==> src/rtl/foo_result_drain.sv <==
// foo_result_drain: captures foo lane/long results into a snapshot FIFO and streams each snapshot as WIDTH-bit words.
// Empty-FIFO outputs are forced to zero so reset and idle present an all-zero interface.
module foo_result_drain #(
  parameter int LANES      = 2,
  parameter int WIDTH      = 64,
  parameter int LONG_WIDTH = 129,
  parameter int DEPTH      = 4
) (
  input  logic                   clk,
  input  logic                   rst_n,
  input  logic                   cap_valid,
  input  logic [LANES*WIDTH-1:0] x_in,
  input  logic [LONG_WIDTH-1:0]  long_in,
  output logic                   out_valid,
  input  logic                   out_ready,
  output logic [WIDTH-1:0]       out_data,
  output logic                   out_last,
  output logic [7:0]             out_seq,
  output logic                   full,
  output logic [15:0]            drop_cnt
);
  localparam int LW    = (LONG_WIDTH + WIDTH - 1) / WIDTH;
  localparam int LPW   = LW * WIDTH;
  localparam int WORDS = LANES + LW;
  localparam int SW    = WORDS * WIDTH;
  localparam int IW    = $clog2(WORDS);
  localparam int PW    = $clog2(DEPTH);
  logic [SW-1:0] mem_q [DEPTH];
  logic [7:0]    seq_mem_q [DEPTH];
  logic [PW-1:0] wr_q, rd_q;
  logic [PW:0]   cnt_q;
  logic [IW-1:0] idx_q;
  logic [7:0]    seq_q;
  logic [15:0]   drop_q;
  logic          push, pop, xfer, last;
  logic [SW-1:0] snap_d;
  // Lanes occupy the low words, the zero-extended long bus the high words.
  assign snap_d    = {LPW'(long_in), x_in};
  assign out_valid = cnt_q != '0;
  assign full      = cnt_q == (PW+1)'(DEPTH);
  assign last      = idx_q == IW'(WORDS - 1);
  assign out_last  = out_valid && last;
  assign xfer      = out_valid && out_ready;
  assign push      = cap_valid && !full;
  assign pop       = xfer && last;
  assign out_data  = out_valid ? mem_q[rd_q][idx_q*WIDTH +: WIDTH] : '0;
  assign out_seq   = out_valid ? seq_mem_q[rd_q] : '0;
  assign drop_cnt  = drop_q;
  always_ff @(posedge clk) begin
    if (push) begin
      mem_q[wr_q]     <= snap_d;
      seq_mem_q[wr_q] <= seq_q;
    end
  end
  always_ff @(posedge clk or negedge rst_n) begin
    if (!rst_n) begin
      wr_q   <= '0;
      rd_q   <= '0;
      cnt_q  <= '0;
      idx_q  <= '0;
      seq_q  <= '0;
      drop_q <= '0;
    end else begin
      wr_q  <= wr_q + PW'(push);
      rd_q  <= rd_q + PW'(pop);
      cnt_q <= cnt_q + (PW+1)'(push) - (PW+1)'(pop);
      seq_q <= seq_q + 8'(push);
      if (xfer) idx_q <= last ? '0 : idx_q + 1'b1;
      if (cap_valid && full && drop_q != 16'hFFFF) drop_q <= drop_q + 16'd1;
    end
  end
endmodule

==> config.mk <==
export PLATFORM = sky130hd
export DESIGN_NAME = foo_result_drain
export DESIGN_NICKNAME = d
export VERILOG_FILES = /design/src/rtl/foo_result_drain.sv
export SDC_FILE = /design/constraint.sdc
export NUM_CORES = 1
export LEC_CHECK = 0
export ABC_AREA = 0
export BUFFER_PORTS_ARGS = -buffer_cell sky130_fd_sc_hd__buf_2
export CORE_ASPECT_RATIO = 0.7
export CORE_UTILIZATION = 59
export DETAILED_ROUTE_END_ITERATION = 16
export PLACE_DENSITY = 0.79
export SYNTH_ARGS = -nofsm -noshare
export SYNTH_HDL_FRONTEND = slang
export SYNTH_SLANG_ARGS = --single-unit
==> constraint.sdc <==
create_clock -name clk -period 27.4 [get_ports clk]
set_input_delay 5.48 -clock clk [delete_from_list [all_inputs] [get_ports clk]]
set_output_delay 5.48 -clock clk [all_outputs]
set_load 0.02 [all_outputs]
==> results of run 1 <==
metal layers:
metal / wire length [um] / up-vias / global-route usage
met2: 41200 / 641 / 0.365
met3: 5710 / 151 / 0.0560
li1: - / 8331 / -
met1: 33300 / 10192 / 0.321
met5: 242 / - / 0
met4: 1720 / 38 / 0.0745
power groups by stage:
stage	Combinational (mW)	Clock, mW	Sequential, mW
floorplan	1.20	0	2.46
global placement	1.61	0	2.34
detailed placement	1.63	0	2.37
CTS	1.64	1.36	2.34
global route	1.72	1.42	2.36
finish	1.61	1.34	2.33
per-stage QoR:
stage | total power [mW] | cell area, sq um | cells
CTS | 5.34 | 47500 | 3138
global placement | 3.95 | 44400 | 2960
detailed placement | 4.00 | 44400 | 2960
finish | 5.29 | 47500 | 3162
global route | 5.50 | 47500 | 3155
floorplan | 3.66 | 41800 | 1764
sequential cells by signal, summed over array words and instances (netlist names):
signal     count
wr_q           2
idx_q          3
mem_q       1028
rd_q           2
seq_mem_q     32
seq_q          8
cnt_q          3
drop_cnt      16
synth_stat cells (all sizes together) (7+ instances only):
cell type     n  area, sq um
edfxtp     1060        31800
mux4        265         5970
mux2i       129         1290
buf          72          526
o22ai        63          394
dfrtp        34          851
clkbuf       20         76.3
xnor2        19          166
nand2        12         45.0
and2          9         56.3
nand4         9         62.6
and3          8         50.1
ha            7         87.6
nor2          7         26.3
critical path: stages (launching register included):
cell     delay, ns
dfrtp_4       0.94
buf_4         0.81
buf_4         0.83
buf_4         0.73
mux4_2        0.59
mux2i_1       0.25
o22ai_1       0.14
buf_2         0.20
path summary, 6_finish.rpt:
| path | startpoint | end | slack [ns] | depth (start not counted) |
|---|---|---|---|---|
| min in group asynchronous | rst_n | drop_cnt[15] | 4.93 | 1 |
| min reg2reg | drop_cnt[6] | drop_cnt[6] | 0.51 | 1 |
| max reg2reg | cnt_q[2] | mem_q[1][101] | 23.37 | 6 |
| max | rd_q[0] | out_data[47] | 16.68 | 7 |
| max in group asynchronous | rst_n | rd_q[1] | 21.87 | 1 |
| min | drop_cnt[6] | drop_cnt[6] | 0.51 | 1 |
cell type report:
cell class	instances	area (sq um)
sequential	1094	32700
fill	4249	22400
multi-input combinational	572	8530
clock buffer	113	2530
timing repair buffer	375	1960
tap	913	1140
clock inverter	65	597
antenna	24	60.1
inverter	6	30.0
logic make-up (layout without fill, tap and decap cells):
kind of cell	Yosys count	count (layout)
muxes	397	397
buffers and inverters	98	559
DFF	1094	1094
and+or+nand+nor	66	66
AOI/OAI and AO/OA	77	77
adders and majority gates	8	8
other	0	24
xor gates and xnor gates	24	24
==> impl_metrics.ini, run 1 <==
[power_and_ir_drop]
power_switching_mw = 1.64
p_clk_frac = 0.254
powerDensity_nw_per_um2 = 111
p_comb_frac = 0.305
power_leakage_nw = 16.1
vdd_drop_max_mv = 0.0933
power.share.sequential = 0.441
p_sw_frac = 0.310
internal-power_mw = 3.65

[timing]
hold_viol_final = 0
fmax_mhz = 93.3
grt_setup_unrepaired = false
period_needed_ns = 10.72
slew_headroom = 0.198
setup_violations = 0
fin_crit_sh = 0.391
finalSetupTns_ns = 0
worst_slew_pin_slew_ns = 1.20
hold_ws_ns = 0.505
final-max-slew-violation-count = 0
clock_skew_ns = 0.0142
timing.final.ws_setup_ns = 16.68

[yosys]
synthAdderAreaFrac = 0.00257
synth_top_family_by_area = multiplexers
synth_xor_area_frac = 0.00503
yosys.cell_types.count = 41
synth-edff-count = 1060
netlist_instances = 1764
ys_seq_area_frac = 0.782
yosys.area_share.simple = 0.00943
synth_seq_cells = 1094
synth-main-ff-cell = edfxtp_1
avgSynthCellArea_sq_um = 23.7
async_flop_share = 0.0311
muxShareOfSynthArea = 0.174
ys_warn_count = 0
synth_compound_area_frac = 0.0117
synthesis.nets = 2033
synth_area_sq_um = 41800

[clocking]
cts_tree = built
cts-buffers-inserted = 96
clkSinkCount = 1094
h-tree-depth = 3
cts_root_buffer = clkbuf_16
clk_latency_ns = 0.64
cts_resized = 0
post_cts_buffers = 0
clock_path_buffers = 3
holdBufCountCts = 0
cts.clk_slew.worst_paths_ns = 0.06

[global_route]
grt_antenna_before_repair = 46
grt_pass1_wl_um = 123000
grt_pass1_vias = 20042
grt_use_total = 0.230
grt_max_degree = 144
overflow = 0

[detailed_routing]
drt-total-wl_um = 82200
drt-initial-drc-count = 1766
via_count = 19353
drtPass1Iterations = 5
drt-wirelength-per-cell_um = 26.0
drcViolationCount = 0
viasPerCell = 6.12
ant_nets = 0

[critical_path]
worstSetupEndpointType = output pin
critPathKind = reg -> out
crit_required_ns = 21.92
arrival_ns = 5.24
cp-start-kind = flip-flop
worst-path-max-fanout = 45

[place]
place_ws_ns = 17.14
port_buffers = 351
dp_hpwl_um = 47200
place.gp.congestion = 0.783

[die]
top_level_ports = 352
die_w_um = 320
fp.coreArea_sq_um = 69900
die-area_sq_um = 71900
die_y_um = 225
start_util = 0.598
rows = 81

[cells_and_area]
utilization = 0.680
final_nets = 2414
final_cell_mix = edfxtp_1, buf_2, mux4_2, mux2i_1, clkbuf_16
synthToLayoutAreaGrowth_pct = 13.7
drive_above_1_share = 0.356
final_common_cell = edfxtp_1

[outcome]
outcome = completed

[worst_hold_path]
min_path_type = reg -> reg

[job]
cap_violations = 0
No activity file was read; power rests on OpenSTA's default activity.
==> inputs of run 2 (changes only) <==
--- a/config.mk
+++ b/config.mk
@@ -5,12 +5,12 @@
 export SDC_FILE = /design/constraint.sdc
 export NUM_CORES = 1
 export LEC_CHECK = 0
-export ABC_AREA = 0
+export ABC_AREA = 1
 export BUFFER_PORTS_ARGS = -buffer_cell sky130_fd_sc_hd__buf_2
 export CORE_ASPECT_RATIO = 0.7
-export CORE_UTILIZATION = 59
+export CORE_UTILIZATION = 60
 export DETAILED_ROUTE_END_ITERATION = 16
-export PLACE_DENSITY = 0.79
+export PLACE_DENSITY = 0.8
 export SYNTH_ARGS = -nofsm -noshare
 export SYNTH_HDL_FRONTEND = slang
 export SYNTH_SLANG_ARGS = --single-unit
==> constraint.sdc (replaced) <==
create_clock -name clk -period 10.8 [get_ports clk]
set_input_delay 2.16 -clock clk [delete_from_list [all_inputs] [get_ports clk]]
set_output_delay 2.16 -clock clk [all_outputs]
set_load 0.02 [all_outputs]
==> run 2 against run 1 <==
Compared with the run above: sequential share of layout area shrank 4.6 points; combinational power rose to 3.3 times the previous value; clock skew increased by 0.018 ns; final cell count up 73%; global-route usage up 5.7 points; count of clock-buffer cells in the layout grew 9; synthesized cell count is 130% higher.
==> impl_metrics.ini, run 2 <==
[detailed_routing]
drt-wirelength-per-cell_um = 20.1
drtPass1Iterations = 6
via_count = 30385
ant_nets = 0
drt-initial-drc-count = 3054
drt-total-wl_um = 110000
viasPerCell = 5.56
drcViolationCount = 0

[global_route]
overflow = 0
grt_use_total = 0.287
grt_pass1_wl_um = 165000
grt_pass1_vias = 28648
grt_max_degree = 235
grt_antenna_before_repair = 42

[yosys]
synth.most_common_cell = nand2_1
synth-main-ff-cell = edfxtp_1
synthAdderAreaFrac = 0.00238
synthTopCellsByCount = nand2_1, edfxtp_1, nor2_1
netlist_instances = 4119
synthesis.nets = 4388
async_flop_share = 0.0311
yosys.cell_types.count = 25
avgSynthCellArea_sq_um = 11.0
synth.area.top_cells = edfxtp_1, nand2_1, nor2_1
synth_xor_area_frac = 0.00465
ys_seq_area_frac = 0.723
synth_top_area_cell = edfxtp_1
muxShareOfSynthArea = 0
synth_area_sq_um = 45200
synth_compound_area_frac = 0.0319
yosys.area_share.simple = 0.196
synth_seq_cells = 1094
synth_top_family_by_area = simple AND/OR/NAND/NOR gates
synth_top_area_share = 0.704
synth-edff-count = 1060
ys_warn_count = 0

[clocking]
cts_tree = built
clk_latency_ns = 0.67
cts-buffers-inserted = 98
cts_root_buffer = clkbuf_16
clock_path_buffers = 3
clkSinkCount = 1094
cts.clk_slew.worst_paths_ns = 0.07
holdBufCountCts = 0
post_cts_buffers = 0
h-tree-depth = 3
cts_resized = 0

[cells_and_area]
drive_above_1_share = 0.120
utilization = 0.690
fin_cells = 5469
synthToLayoutAreaGrowth_pct = 12.8
final_common_cell = nand2_1
final_cell_mix = nand2_1, edfxtp_1, nor2_1, buf_2, nand3_1
nFillCells = 5089
regMostFlops = mem_q
final_nets = 4651
fin_area_sq_um = 51000
largest_register_ffs = 1028

[critical_path]
arrival_ns = 5.01
cp-start-kind = flip-flop
critPathKind = reg -> out
worst-path-max-fanout = 81
worstSetupEndpointType = output pin
crit_required_ns = 8.64

[die]
start_util = 0.611
fp.coreArea_sq_um = 73900
die_w_um = 330
die-area_sq_um = 76400
top_level_ports = 352
die_y_um = 232
rows = 83

[timing]
period_needed_ns = 7.17
worst_slew_pin_slew_ns = 1.14
hold_viol_final = 0
slew_headroom = 0.237
fmax_mhz = 139
hold_ws_ns = 0.514
final-max-slew-violation-count = 0
grt_setup_unrepaired = false
setup_violations = 0
fin_crit_sh = 0.664
clock_skew_ns = 0.0320

[place]
place_area_sq_um = 47500
dp_hpwl_um = 62300
dp_cells = 5258
port_buffers = 351
place.gp.congestion = 0.816

[power_and_ir_drop]
vdd_drop_max_mv = 0.301
power_leakage_nw = 20.5
powerDensity_nw_per_um2 = 292
power_mw = 14.9

[outcome]
outcome = completed

[job]
cap_violations = 0

[worst_hold_path]
min_path_type = reg -> reg
run 2: power by group:
part / total [mW] / switching [mW] / leakage, nW / internal [mW]
clock network: 3.64 / 1.50 / 1.62 / 2.14
logic: 5.27 / 3.91 / 8.75 / 1.36
registers: 5.96 / 0.327 / 10.1 / 5.63
total: 14.9 / 5.73 / 20.5 / 9.14
run 2: metrics by stage:
| stage | setup slack [ns] | TNS, ns |
|---|---|---|
| after global routing | 3.44 | 0 |
| after floorplan | -2.67 | -2828.31 |
| after CTS | 3.71 | 0 |
| after global placement | 4.51 | 0 |
| final | 3.63 | 0 |
| after detailed placement | 4.48 | 0 |
run 2: layout make-up:
cell class / instances / area, sq um / area share
clock buffers: 122 / 2650 / 0.0519
diodes: 30 / 75.1 / 0.00147
flip-flops and latches: 1094 / 32700 / 0.641
well taps: 977 / 1220 / 0.0240
multi-input cells: 2577 / 10700 / 0.209
clock inverters: 58 / 709 / 0.0139
inverters: 229 / 885 / 0.0173
repair buffers: 382 / 2080 / 0.0409
run 2: path summary, 6_finish.rpt:
| path | start | to | slack (ns) | depth (start not counted) |
|---|---|---|---|---|
| max in group asynchronous | rst_n | rd_q[1] | 8.55 | 1 |
| min in group asynchronous | rst_n | drop_cnt[0] | 1.61 | 1 |
| worst max-delay path | rd_q[1] | out_data[7] | 3.63 | 8 |
| worst min register to register | cnt_q[0] | cnt_q[0] | 0.51 | 1 |
| worst max register to register | cnt_q[1] | mem_q[1][214] | 6.70 | 8 |
| worst min-delay path | cnt_q[0] | cnt_q[0] | 0.51 | 1 |
run 2: worst max-delay path, cell delays in order (launching register included):
cell     delay [ns]
dfrtp_4        0.69
buf_4          0.65
buf_4          0.92
buf_4          0.90
nand2_1        0.13
nand3_1        0.13
nand3_1        0.12
a21oi_1        0.43
buf_2          0.26
run 2: metal layers:
metal | GRT usage | vias up | wire length [um]
li1 | - | 14276 | -
met1 | 0.376 | 14515 | 41500
met2 | 0.476 | 1329 | 54200
met3 | 0.0616 | 237 | 10200
met4 | 0.106 | 28 | 4050
met5 | 0 | - | 163
run 2: cell families after synthesis:
kind of cell | after synthesis
DFF | 1094
AOI/OAI and AO/OA | 288
buffers and inverters | 448
xor gates and xnor gates | 24
adders and majority gates | 8
and+or+nand+nor | 2257
